===== src/rtl/stream_upsizer.sv =====
// Stream width upsizer: packs RATIO consecutive WIDTH-bit beats into one wide beat.
// An input last marker closes a group early; out_keep marks the filled lanes.
module stream_upsizer #(
    parameter int WIDTH = 32,
    parameter int RATIO = 2
) (
    input  logic                   clk,
    input  logic                   rst,
    input  logic                   in_valid,
    output logic                   in_ready,
    input  logic [WIDTH-1:0]       in_data,
    input  logic                   in_last,
    output logic                   out_valid,
    input  logic                   out_ready,
    output logic [WIDTH*RATIO-1:0] out_data,
    output logic [RATIO-1:0]       out_keep,
    output logic                   out_last
);

    localparam int CW = $clog2(RATIO);
    localparam logic [CW-1:0] LAST_LANE = CW'(RATIO - 1);

    // Contiguous keep mask covering lanes 0..cnt.
    function automatic logic [RATIO-1:0] keep_mask(input logic [CW-1:0] cnt);
        logic [RATIO-1:0] m;
        m = '0;
        for (int i = 0; i < RATIO; i++) begin
            if (CW'(i) <= cnt) begin
                m[i] = 1'b1;
            end else begin
                m[i] = 1'b0;
            end
        end
        return m;
    endfunction

    logic [WIDTH*RATIO-1:0] buf_r;
    logic [CW-1:0]          count_r;
    logic                   out_valid_r;
    logic [WIDTH*RATIO-1:0] out_data_r;
    logic [RATIO-1:0]       out_keep_r;
    logic                   out_last_r;

    logic                   in_ready_s;
    logic                   accept_s;
    logic                   complete_s;
    logic [WIDTH*RATIO-1:0] merged_s;

    // Handshake decode and the assembly buffer with the incoming beat merged in.
    always_comb begin
        in_ready_s = 1'b0;
        complete_s = 1'b0;
        merged_s   = buf_r;
        if (rst) begin
            in_ready_s = 1'b0;
        end else begin
            in_ready_s = !out_valid_r || out_ready;
        end
        accept_s = in_valid && in_ready_s;
        if (accept_s && ((count_r == LAST_LANE) || in_last)) begin
            complete_s = 1'b1;
        end else begin
            complete_s = 1'b0;
        end
        // Lanes above count are already zero because the buffer clears per group.
        for (int i = 0; i < RATIO; i++) begin
            if (CW'(i) == count_r) begin
                merged_s[i*WIDTH +: WIDTH] = in_data;
            end else begin
                merged_s[i*WIDTH +: WIDTH] = buf_r[i*WIDTH +: WIDTH];
            end
        end
    end

    // Assembly buffer and lane counter.
    always_ff @(posedge clk) begin
        if (rst) begin
            buf_r   <= '0;
            count_r <= '0;
        end else if (complete_s) begin
            buf_r   <= '0;
            count_r <= '0;
        end else if (accept_s) begin
            buf_r   <= merged_s;
            count_r <= count_r + CW'(1);
        end else begin
            buf_r   <= buf_r;
            count_r <= count_r;
        end
    end

    // Output register: reloads on group completion, drops valid on a plain drain.
    always_ff @(posedge clk) begin
        if (rst) begin
            out_valid_r <= 1'b0;
            out_data_r  <= '0;
            out_keep_r  <= '0;
            out_last_r  <= 1'b0;
        end else if (complete_s) begin
            out_valid_r <= 1'b1;
            out_data_r  <= merged_s;
            out_keep_r  <= keep_mask(count_r);
            out_last_r  <= in_last;
        end else if (out_valid_r && out_ready) begin
            out_valid_r <= 1'b0;
            out_data_r  <= out_data_r;
            out_keep_r  <= out_keep_r;
            out_last_r  <= out_last_r;
        end else begin
            out_valid_r <= out_valid_r;
            out_data_r  <= out_data_r;
            out_keep_r  <= out_keep_r;
            out_last_r  <= out_last_r;
        end
    end

    assign in_ready  = in_ready_s;
    assign out_valid = out_valid_r;
    assign out_data  = out_data_r;
    assign out_keep  = out_keep_r;
    assign out_last  = out_last_r;

endmodule


===== config.mk =====
export PLATFORM = sky130hd
export DESIGN_NAME = stream_upsizer
export DESIGN_NICKNAME = d
export VERILOG_FILES = /design/src/rtl/stream_upsizer.sv
export SDC_FILE = /design/constraint.sdc
export NUM_CORES = 1
export LEC_CHECK = 0
export ABC_CLOCK_PERIOD_IN_PS = 3500
export CORE_MARGIN = 1
export CORE_UTILIZATION = 30
export DETAILED_ROUTE_END_ITERATION = 6
export HOLD_SLACK_MARGIN = 0.02
export PLACE_DENSITY = 0.47
export SYNTH_ARGS = -nofsm -noshare
export SYNTH_HDL_FRONTEND = slang
export SYNTH_SLANG_ARGS = --single-unit

===== constraint.sdc =====
create_clock -name clk -period 3.5 [get_ports clk]
set_input_delay 0.7 -clock clk [delete_from_list [all_inputs] [get_ports clk]]
set_output_delay 0.7 -clock clk [all_outputs]
set_load 0.01 [all_outputs]

==> results.json, run 1 <==
{
  "outcome": "finished clean",
  "coreArea_um2": 18800,
  "synthCells": 551,
  "hp-class": "reg2reg",
  "ys_top_cells_by_count": "133 x dfxtp_1, 69 x a21oi_1, 66 x o31ai_1",
  "synth_nets": 588,
  "netlist.area_leader.share_pct": 46.3,
  "cp-start-kind": "primary input",
  "grt_max_degree": 69,
  "antenna_found_initial": 0,
  "grt_pass1_vias": 4757,
  "post_cts.repair.setup_buffers": 0,
  "gr-usage-all-layers_pct": 16.4,
  "hold_depth": 2,
  "total_power_mw": 3.75,
  "fill_cells": 1860,
  "setup_viol": 0,
  "end_kind": "output port",
  "synth.ff_latch_count": 133,
  "vias": 4719,
  "layout-drive-gt1-share_pct": 9.47,
  "cp.required_ns": 2.80,
  "preCtsSetupSlack_ns": 0.775,
  "insertedDiodeCount": 0,
  "finalSetupTns_ns": 0,
  "hpwl_um": 9090,
  "use_met1_pct": 19.9,
  "critical_path_class": "in2out",
  "slew_headroom_pct": 20.4,
  "setup_slack_ns": 0.782,
  "grt.busiest_layer": "met2",
  "initial_core_util_pct": 30.7,
  "cts_root_buffer": "clkbuf_16",
  "nets": 648,
  "fin_crit_ns": 2.72,
  "finalCritPeriodShare_pct": 77.7,
  "dr.pass1.iters": 4,
  "place_area_um2": 6760,
  "power_density_nw_per_um2": 512,
  "path_clk_slew_ns": 0.06,
  "area_delta_synth_final_pct": 27.4,
  "synth-main-ff-cell": "dfxtp_1",
  "cts_buffers": 17,
  "max_freq_mhz": 368,
  "routed_via_density": 5.51,
  "placementRows": 50,
  "die_height_um": 140,
  "place.gp.congestion": 0.704,
  "worst_ir_drop_vdd_uv": 331,
  "drv_cap": 0,
  "arrival_ns": 2.02,
  "ios": 106,
  "clock_sinks": 133,
  "synth.top_cells.by_area": "dfxtp_1 46%, mux2i_1 11%, o31ai_1 8.6%",
  "cts_tree": "done",
  "ff2ff_setup_slack_ns": 1.39,
  "worst_clock_skew_ns": 0.00376,
  "slew_viol_final": 0,
  "io_buffer_count": 105,
  "ys_warn_count": 0,
  "use_met2_pct": 27.6,
  "wl_per_cell_um": 18.5,
  "grt.met3_usage_pct": 4.27,
  "finalHoldViolations": 0,
  "die_w_um": 140,
  "ys_seq_area_share_pct": 46.3,
  "hold_buffers": 0,
  "drt-total-wl_um": 15800,
  "async_flop_share_pct": 0,
  "synth_top_area_cell": "dfxtp_1",
  "synth_cell_types": 22,
  "grt_pass1_wl_um": 25300,
  "tightestPinTransition_ns": 1.19,
  "synth.most_common_cell": "dfxtp_1",
  "grt_overflow": 0,
  "final_area_um2": 7330,
  "syn_avg_cell_area_um2": 10.4,
  "crit_fanout": 9,
  "clk_path_buf_depth": 2,
  "cts_resized": 0,
  "drtIter0Drc": 317,
  "htree_levels": 4,
  "die_area_um2": 19700,
  "synth_edf_count": 0,
  "p_leak_nw": 2.28,
  "antenna_left": 0,
  "clk_latency_ns": 0.42,
  "post-route-drc-count": 0,
  "worst-r2r-cell-count": 3,
  "rsz0062_at_grt": "false",
  "syn_area_um2": 5750
}
where the power goes:
part | switching [mW] | total [mW] | leakage, nW | internal (mW)
sequential | 0.0368 | 1.60 | 1.08 | 1.56
combinational | 0.228 | 0.394 | 0.910 | 0.166
clock | 0.662 | 1.76 | 0.291 | 1.10
total | 0.927 | 3.75 | 2.28 | 2.82
routing by layer:
layer  share of wire (%)  vias to the layer above
li1                    -                     2262
met1                  46                     2356
met2                  48                       86
met3                 4.0                       15
met4                 1.8                        0
met5                   0                        -
state kept, by name, summed over array words and instances, names as in the netlist:
| register | cells |
|---|---|
| buf_r | 64 |
| out_data | 64 |
| out_valid | 1 |
| count_r | 1 |
| out_last | 1 |
| out_keep | 2 |
logic make-up after synthesis:
kind of cell / count (synthesis) / synth area share, %
flip-flops: 133 / 46.3
AND/OR/NAND/NOR: 72 / 7.85
buffers and inverters: 78 / 8.46
AO/OA/AOI/OAI: 204 / 26.3
multiplexers: 64 / 11.1
placed cells by master, fill, tap and decap left out, drive strengths merged:
cell	n
buf	11
nand3	3
clkdlybuf4s50	105
bufinv	2
clkbuf	21
clkinv	8
o21ba	1
mux2i	64
nand4	64
nor2	1
o21ai	2
o21bai	1
nor2b	2
dfxtp	133
o211ai	1
nand2b	2
a21oi	69
o31ai	66
inv	3
o2bb2ai	64
path summary, 6_finish.rpt:
| path | from | end |
|---|---|---|
| hold reg to reg | out_keep[0] | out_keep[0] |
| hold / removal | out_keep[0] | out_keep[0] |
| setup / recovery | rst | in_ready |
| setup reg to reg | count_r | buf_r[62] |
stage by stage:
stage | util [%] | std cells | hold WS [ns]
2_1_floorplan | - | 551 | 0.447
3_3_place_gp | 36.0 | 826 | 0.437
3_5_place_dp | 36.0 | 826 | 0.445
4_1_cts | 39.1 | 857 | 0.458
5_1_grt | 39.1 | 857 | 0.480
6_report | 39.1 | 857 | 0.459
critical path: stages:
cell	delay, ns
clkdlybuf4s50_1	0.58
nor2_1	0.18
clkdlybuf4s50_1	0.55
final cells by class:
type | count | area (um^2) | area share (%)
Tap cell | 234 | 293 | 3.99
Clock buffer | 21 | 472 | 6.43
Clock inverter | 10 | 104 | 1.42
Timing Repair Buffer | 116 | 1150 | 15.6
Multi-Input combinational cell | 340 | 2640 | 36.0
Inverter | 3 | 11.3 | 0.154
Sequential cell | 133 | 2670 | 36.4
(Power assumes the default switching activity.)
==> inputs of run 2 (changes only) <==
--- a/config.mk
+++ b/config.mk
@@ -5,12 +5,12 @@
 export SDC_FILE = /design/constraint.sdc
 export NUM_CORES = 1
 export LEC_CHECK = 0
-export ABC_CLOCK_PERIOD_IN_PS = 3500
+export ABC_CLOCK_PERIOD_IN_PS = 2300
 export CORE_MARGIN = 1
 export CORE_UTILIZATION = 30
 export DETAILED_ROUTE_END_ITERATION = 6
 export HOLD_SLACK_MARGIN = 0.02
-export PLACE_DENSITY = 0.47
+export PLACE_DENSITY = 0.49
 export SYNTH_ARGS = -nofsm -noshare
 export SYNTH_HDL_FRONTEND = slang
 export SYNTH_SLANG_ARGS = --single-unit
==> constraint.sdc (replaced) <==
create_clock -name clk -period 2.3 [get_ports clk]
set_input_delay 0.46 -clock clk [delete_from_list [all_inputs] [get_ports clk]]
set_output_delay 0.46 -clock clk [all_outputs]
set_load 0.01 [all_outputs]
==> run 2 against run 1 <==
Critical path depth is 1 higher; sequential share of layout area is 0.95 points lower; clock skew is 0.0017 ns higher; via count is 1.1% higher; routed wire length is 2.5% lower; utilization is 1.1 points higher.
==> results.json, run 2 (synthesis results as in run 1) <==
{
  "ios": 106,
  "grt_pass1_vias": 4681,
  "worst-r2r-cell-count": 3,
  "post_cts.repair.setup_buffers": 0,
  "arrival_ns": 1.71,
  "dr.pass1.iters": 4,
  "vias": 4769,
  "area_delta_synth_final_pct": 30.9,
  "hold_path_end": "out_keep[0]",
  "routed_via_density": 5.50,
  "cts_tree": "done",
  "die_area_um2": 19700,
  "final_cell_mix": "132 x dfxtp_1, 105 x clkdlybuf4s50_1, 69 x a21oi_1",
  "drv_cap": 0,
  "hold_buffers": 0,
  "die_height_um": 140,
  "ff2ff_setup_slack_ns": 0.60,
  "grt_overflow": 0,
  "p_sw_share_pct": 24.0,
  "antenna_left": 0,
  "p_leak_nw": 2.37,
  "hpwl_um": 9350,
  "preCtsSetupSlack_ns": 0.113,
  "grt_max_degree": 70,
  "final_common_cell": "dfxtp_1",
  "htree_levels": 4,
  "place.gp.congestion": 0.679,
  "p_int_mw": 4.42,
  "multi_input_area_um2": 2640,
  "setup_viol": 0,
  "gr-usage-all-layers_pct": 16.1,
  "fill_cells": 1798,
  "worst_ir_drop_vdd_uv": 491,
  "p_switching_mw": 1.39,
  "worst_clock_skew_ns": 0.00543,
  "clock_sinks": 133,
  "slew_viol_final": 0,
  "cts_root_buffer": "clkbuf_16",
  "grt_pass1_wl_um": 25000,
  "coreArea_um2": 18800,
  "drt-total-wl_um": 15500,
  "holdCritStartpoint": "out_keep[0]",
  "cp.required_ns": 1.84,
  "post-route-util_pct": 40.1,
  "final_cells": 867,
  "clk_latency_ns": 0.41,
  "nets": 657,
  "cp-start-kind": "primary input",
  "layout-drive-gt1-share_pct": 11.1,
  "finalHoldViolations": 0,
  "combPwrFrac_pct": 10.9,
  "io_buffer_count": 105,
  "wl_per_cell_um": 17.8,
  "initial_core_util_pct": 30.7,
  "cts_buffers": 17,
  "insertedDiodeCount": 0,
  "cts_resized": 0,
  "fin_crit_ns": 2.17,
  "post-route-drc-count": 0,
  "end_kind": "output port",
  "tightestPinTransition_ns": 0.566,
  "clk_path_buf_depth": 2,
  "crit_fanout": 2,
  "path_clk_slew_ns": 0.06,
  "power_density_nw_per_um2": 772,
  "seq_area_um2": 2670,
  "placementRows": 50,
  "drtIter0Drc": 337,
  "hold_depth": 2,
  "clkPwrFrac_pct": 47.4,
  "rsz0062_at_grt": "false",
  "hp-class": "reg2reg",
  "dp_cells": 835,
  "r2r-end": "out_data[20]",
  "max_freq_mhz": 461,
  "die_w_um": 140,
  "p_seq_share_pct": 41.8,
  "antenna_found_initial": 0,
  "finalSetupTns_ns": 0,
  "setup_slack_ns": 0.129,
  "critical_path_class": "in2out",
  "slew_headroom_pct": 62.3,
  "rr_startpoint": "count_r",
  "outcome": "finished clean",
  "finalCritPeriodShare_pct": 94.4
}
[run 2: changes by cell type in the layout (fill, tap and decap cells not counted), sizes merged]
cell,before,now
buf,11,20
clkbuf,21,24
clkinv,8,4
clkinvlp,0,1
inv,3,4
[run 2: worst max-delay path by stage]
stage | start | endpoint | slack, ns | cells after the start
after floorplan | out_ready | in_ready | 0.75 | 5
after global placement | out_ready | in_ready | 0.13 | 4
after detailed placement | out_ready | out_data[25] | 0.11 | 6
after CTS | out_ready | in_ready | 0.12 | 4
after global routing | out_ready | in_ready | 0.09 | 4
final | out_ready | in_ready | 0.13 | 4
[run 2: through the flow]
step           instance area, um^2  hold slack [ns]  total power [mW]
2_1_floorplan                 5750            0.447              2.84
3_3_place_gp                  6920            0.436              3.10
3_5_place_dp                  6920            0.437              3.12
4_1_cts                       7530            0.446              5.90
5_1_grt                       7530            0.477              6.06
6_report                      7530            0.444              5.82
[run 2: critical path, stage by stage]
cell and delay (ns):
clkdlybuf4s50_1 0.53, nor2b_4 0.07, nor2_1 0.10, clkdlybuf4s50_1 0.54
[run 2: cell type report]
class,instances,area share (%)
Inverter,3,0.150
Timing Repair Buffer,125,17.4
Tap cell,234,3.89
Clock inverter,8,1.25
Multi-Input combinational cell,340,35.1
Sequential cell,133,35.4
Clock buffer,24,6.80
[run 2: power by group through the flow]
| stage | Sequential, mW | Combinational [mW] | Clock (mW) |
|---|---|---|---|
| 6_report | 2.43 | 0.632 | 2.75 |
| 5_1_grt | 2.44 | 0.682 | 2.94 |
| 4_1_cts | 2.43 | 0.641 | 2.83 |
| 3_5_place_dp | 2.48 | 0.638 | 0 |
| 3_3_place_gp | 2.48 | 0.624 | 0 |
| 2_1_floorplan | 2.48 | 0.363 | 0 |
[run 2: layer usage]
metal	part of all wire, %	global-route usage (%)	vias up
met2	46	25.4	124
met1	48	20.9	2335
li1	-	-	2290
met3	3.8	3.28	20
met5	0	0	-
met4	2.1	7.49	0
==> inputs of run 3 (changes only) <==
--- a/config.mk
+++ b/config.mk
@@ -7,10 +7,10 @@
 export LEC_CHECK = 0
 export ABC_CLOCK_PERIOD_IN_PS = 2300
 export CORE_MARGIN = 1
-export CORE_UTILIZATION = 30
+export CORE_UTILIZATION = 40
 export DETAILED_ROUTE_END_ITERATION = 6
 export HOLD_SLACK_MARGIN = 0.02
-export PLACE_DENSITY = 0.49
+export PLACE_DENSITY = 0.62
 export SYNTH_ARGS = -nofsm -noshare
 export SYNTH_HDL_FRONTEND = slang
 export SYNTH_SLANG_ARGS = --single-unit
==> run 3 against run 2 <==
Count of clock-buffer cells in the layout up 1; combinational power is essentially flat; utilization grew 13 points; clock skew decreased by 0.00058 ns; global-route usage up 3.9 points; final cell count decreased by 6.6%; highest routed layer unchanged; maximum frequency rose by 7.9%; first-iteration DRC count rose by 17%; power fell by 2.0%; largest power group unchanged; critical path depth stayed put; die area shrank 25%; critical path type unchanged.
==> results.json, run 3 (synthesis results as in run 1) <==
{
  "htree_levels": 4,
  "crit_fanout": 2,
  "p_switching_mw": 1.32,
  "grt_pass1_vias": 4581,
  "cp-start-kind": "primary input",
  "die_area_um2": 14900,
  "antenna_left": 0,
  "clk_path_buf_depth": 2,
  "dr.pass1.iters": 5,
  "arrival_ns": 1.55,
  "place.gp.congestion": 0.745,
  "cp.required_ns": 1.84,
  "vias": 4770,
  "seq_area_um2": 2670,
  "hold_buffers": 0,
  "power_density_nw_per_um2": 769,
  "cts_buffers": 17,
  "multi_input_area_um2": 2640,
  "clock_sinks": 133,
  "hp-class": "reg2reg",
  "final_cells": 810,
  "grt_max_degree": 87,
  "outcome": "finished clean",
  "die_height_um": 122,
  "antenna_found_initial": 0,
  "fin_crit_ns": 2.01,
  "grt_pass1_wl_um": 23300,
  "ios": 106,
  "die_w_um": 122,
  "wl_per_cell_um": 17.8,
  "fill_cells": 1203,
  "slew_viol_final": 0,
  "layout-drive-gt1-share_pct": 10.3,
  "initial_core_util_pct": 41.3,
  "clkPwrFrac_pct": 46.4,
  "critical_path_class": "in2out",
  "dp_cells": 781,
  "drv_cap": 0,
  "cts_root_buffer": "clkbuf_16",
  "end_kind": "output port",
  "clk_latency_ns": 0.42,
  "p_sw_share_pct": 23.3,
  "p_seq_share_pct": 42.5,
  "timing.hold.ws_ns": 0.450,
  "drt-total-wl_um": 14400,
  "setup_viol": 0,
  "insertedDiodeCount": 0,
  "placementRows": 43,
  "worst_ir_drop_vdd_uv": 440,
  "final_cell_mix": "132 x dfxtp_1, 104 x clkdlybuf4s50_1, 69 x a21oi_1",
  "finalCritPeriodShare_pct": 87.5,
  "tightestPinTransition_ns": 0.570,
  "p_leak_nw": 2.34,
  "area_delta_synth_final_pct": 28.7,
  "cts_tree": "done",
  "final_common_cell": "dfxtp_1",
  "slew_headroom_pct": 62.0,
  "path_clk_slew_ns": 0.05,
  "nets": 657,
  "grt_overflow": 0,
  "drtIter0Drc": 394,
  "gr-usage-all-layers_pct": 20.0,
  "worst_clock_skew_ns": 0.00485,
  "coreArea_um2": 13900,
  "finalHoldViolations": 0,
  "combPwrFrac_pct": 11.1,
  "routed_via_density": 5.89,
  "hpwl_um": 8670,
  "post-route-drc-count": 0,
  "p_int_mw": 4.37,
  "rsz0062_at_grt": "false",
  "finalSetupTns_ns": 0,
  "max_freq_mhz": 497,
  "io_buffer_count": 105
}
==> run 3: final timing paths <==
path / startpoint / to / slack, ns / cells past startpoint
hold reg to reg: out_keep[0] / out_keep[0] / 0.45 / 2
hold / removal: out_keep[0] / out_keep[0] / 0.45 / 2
setup reg to reg: out_valid / buf_r[60] / 0.43 / 5
setup / recovery: out_ready / in_ready / 0.29 / 4
==> run 3: area by class of cell <==
cell class | count | area share (%)
Sequential cell | 133 | 36.0
Multi-Input combinational cell | 340 | 35.6
Timing Repair Buffer | 125 | 17.4
Clock buffer | 25 | 6.83
Tap cell | 180 | 3.04
Clock inverter | 4 | 0.946
Inverter | 3 | 0.152
==> run 3: per-stage QoR <==
step                worst slack (ns)  util, %  total power [mW]  area, um^2
floorplan                      0.754        -              2.84        5750
global placement             -0.0579     49.0              3.09        6830
detailed placement           -0.0478     49.0              3.10        6830
CTS                            0.268     53.1              5.75        7410
global route                   0.266     53.1              5.91        7410
finish                         0.287     53.1              5.70        7410
==> run 3: critical path, stage by stage <==
cell	delay, ns
clkdlybuf4s50_1	0.56
nor2b_4	0.06
nor2_1	0.17
dlygate4sd2_1	0.30
==> run 3: repair_timing <==
| action | 4_1_cts | 5_1_grt |
|---|---|---|
| hold endpoints to repair | 0 | 0 |
| endpoints found under the setup margin | 1 | 0 |
| buffers inserted | 0 | 0 |
| gates resized for setup | 1 | 0 |
==> run 3: power by group through the flow <==
| stage | Clock [mW] | Combinational (mW) | Sequential, mW |
|---|---|---|---|
| after global placement | 0 | 0.620 | 2.47 |
| after CTS | 2.69 | 0.636 | 2.42 |
| after detailed placement | 0 | 0.635 | 2.47 |
| after floorplan | 0 | 0.363 | 2.48 |
| after global routing | 2.80 | 0.684 | 2.43 |
| final | 2.65 | 0.633 | 2.42 |
==> run 3: routing by layer <==
metal / GRT usage (%) / vias up / part of all wire (%)
met1: 26.4 / 2330 / 47
met2: 31.0 / 138 / 47
li1: - / 2282 / -
met5: 0 / - / 0
met4: 7.02 / 0 / 1.6
met3: 5.62 / 20 / 5.1
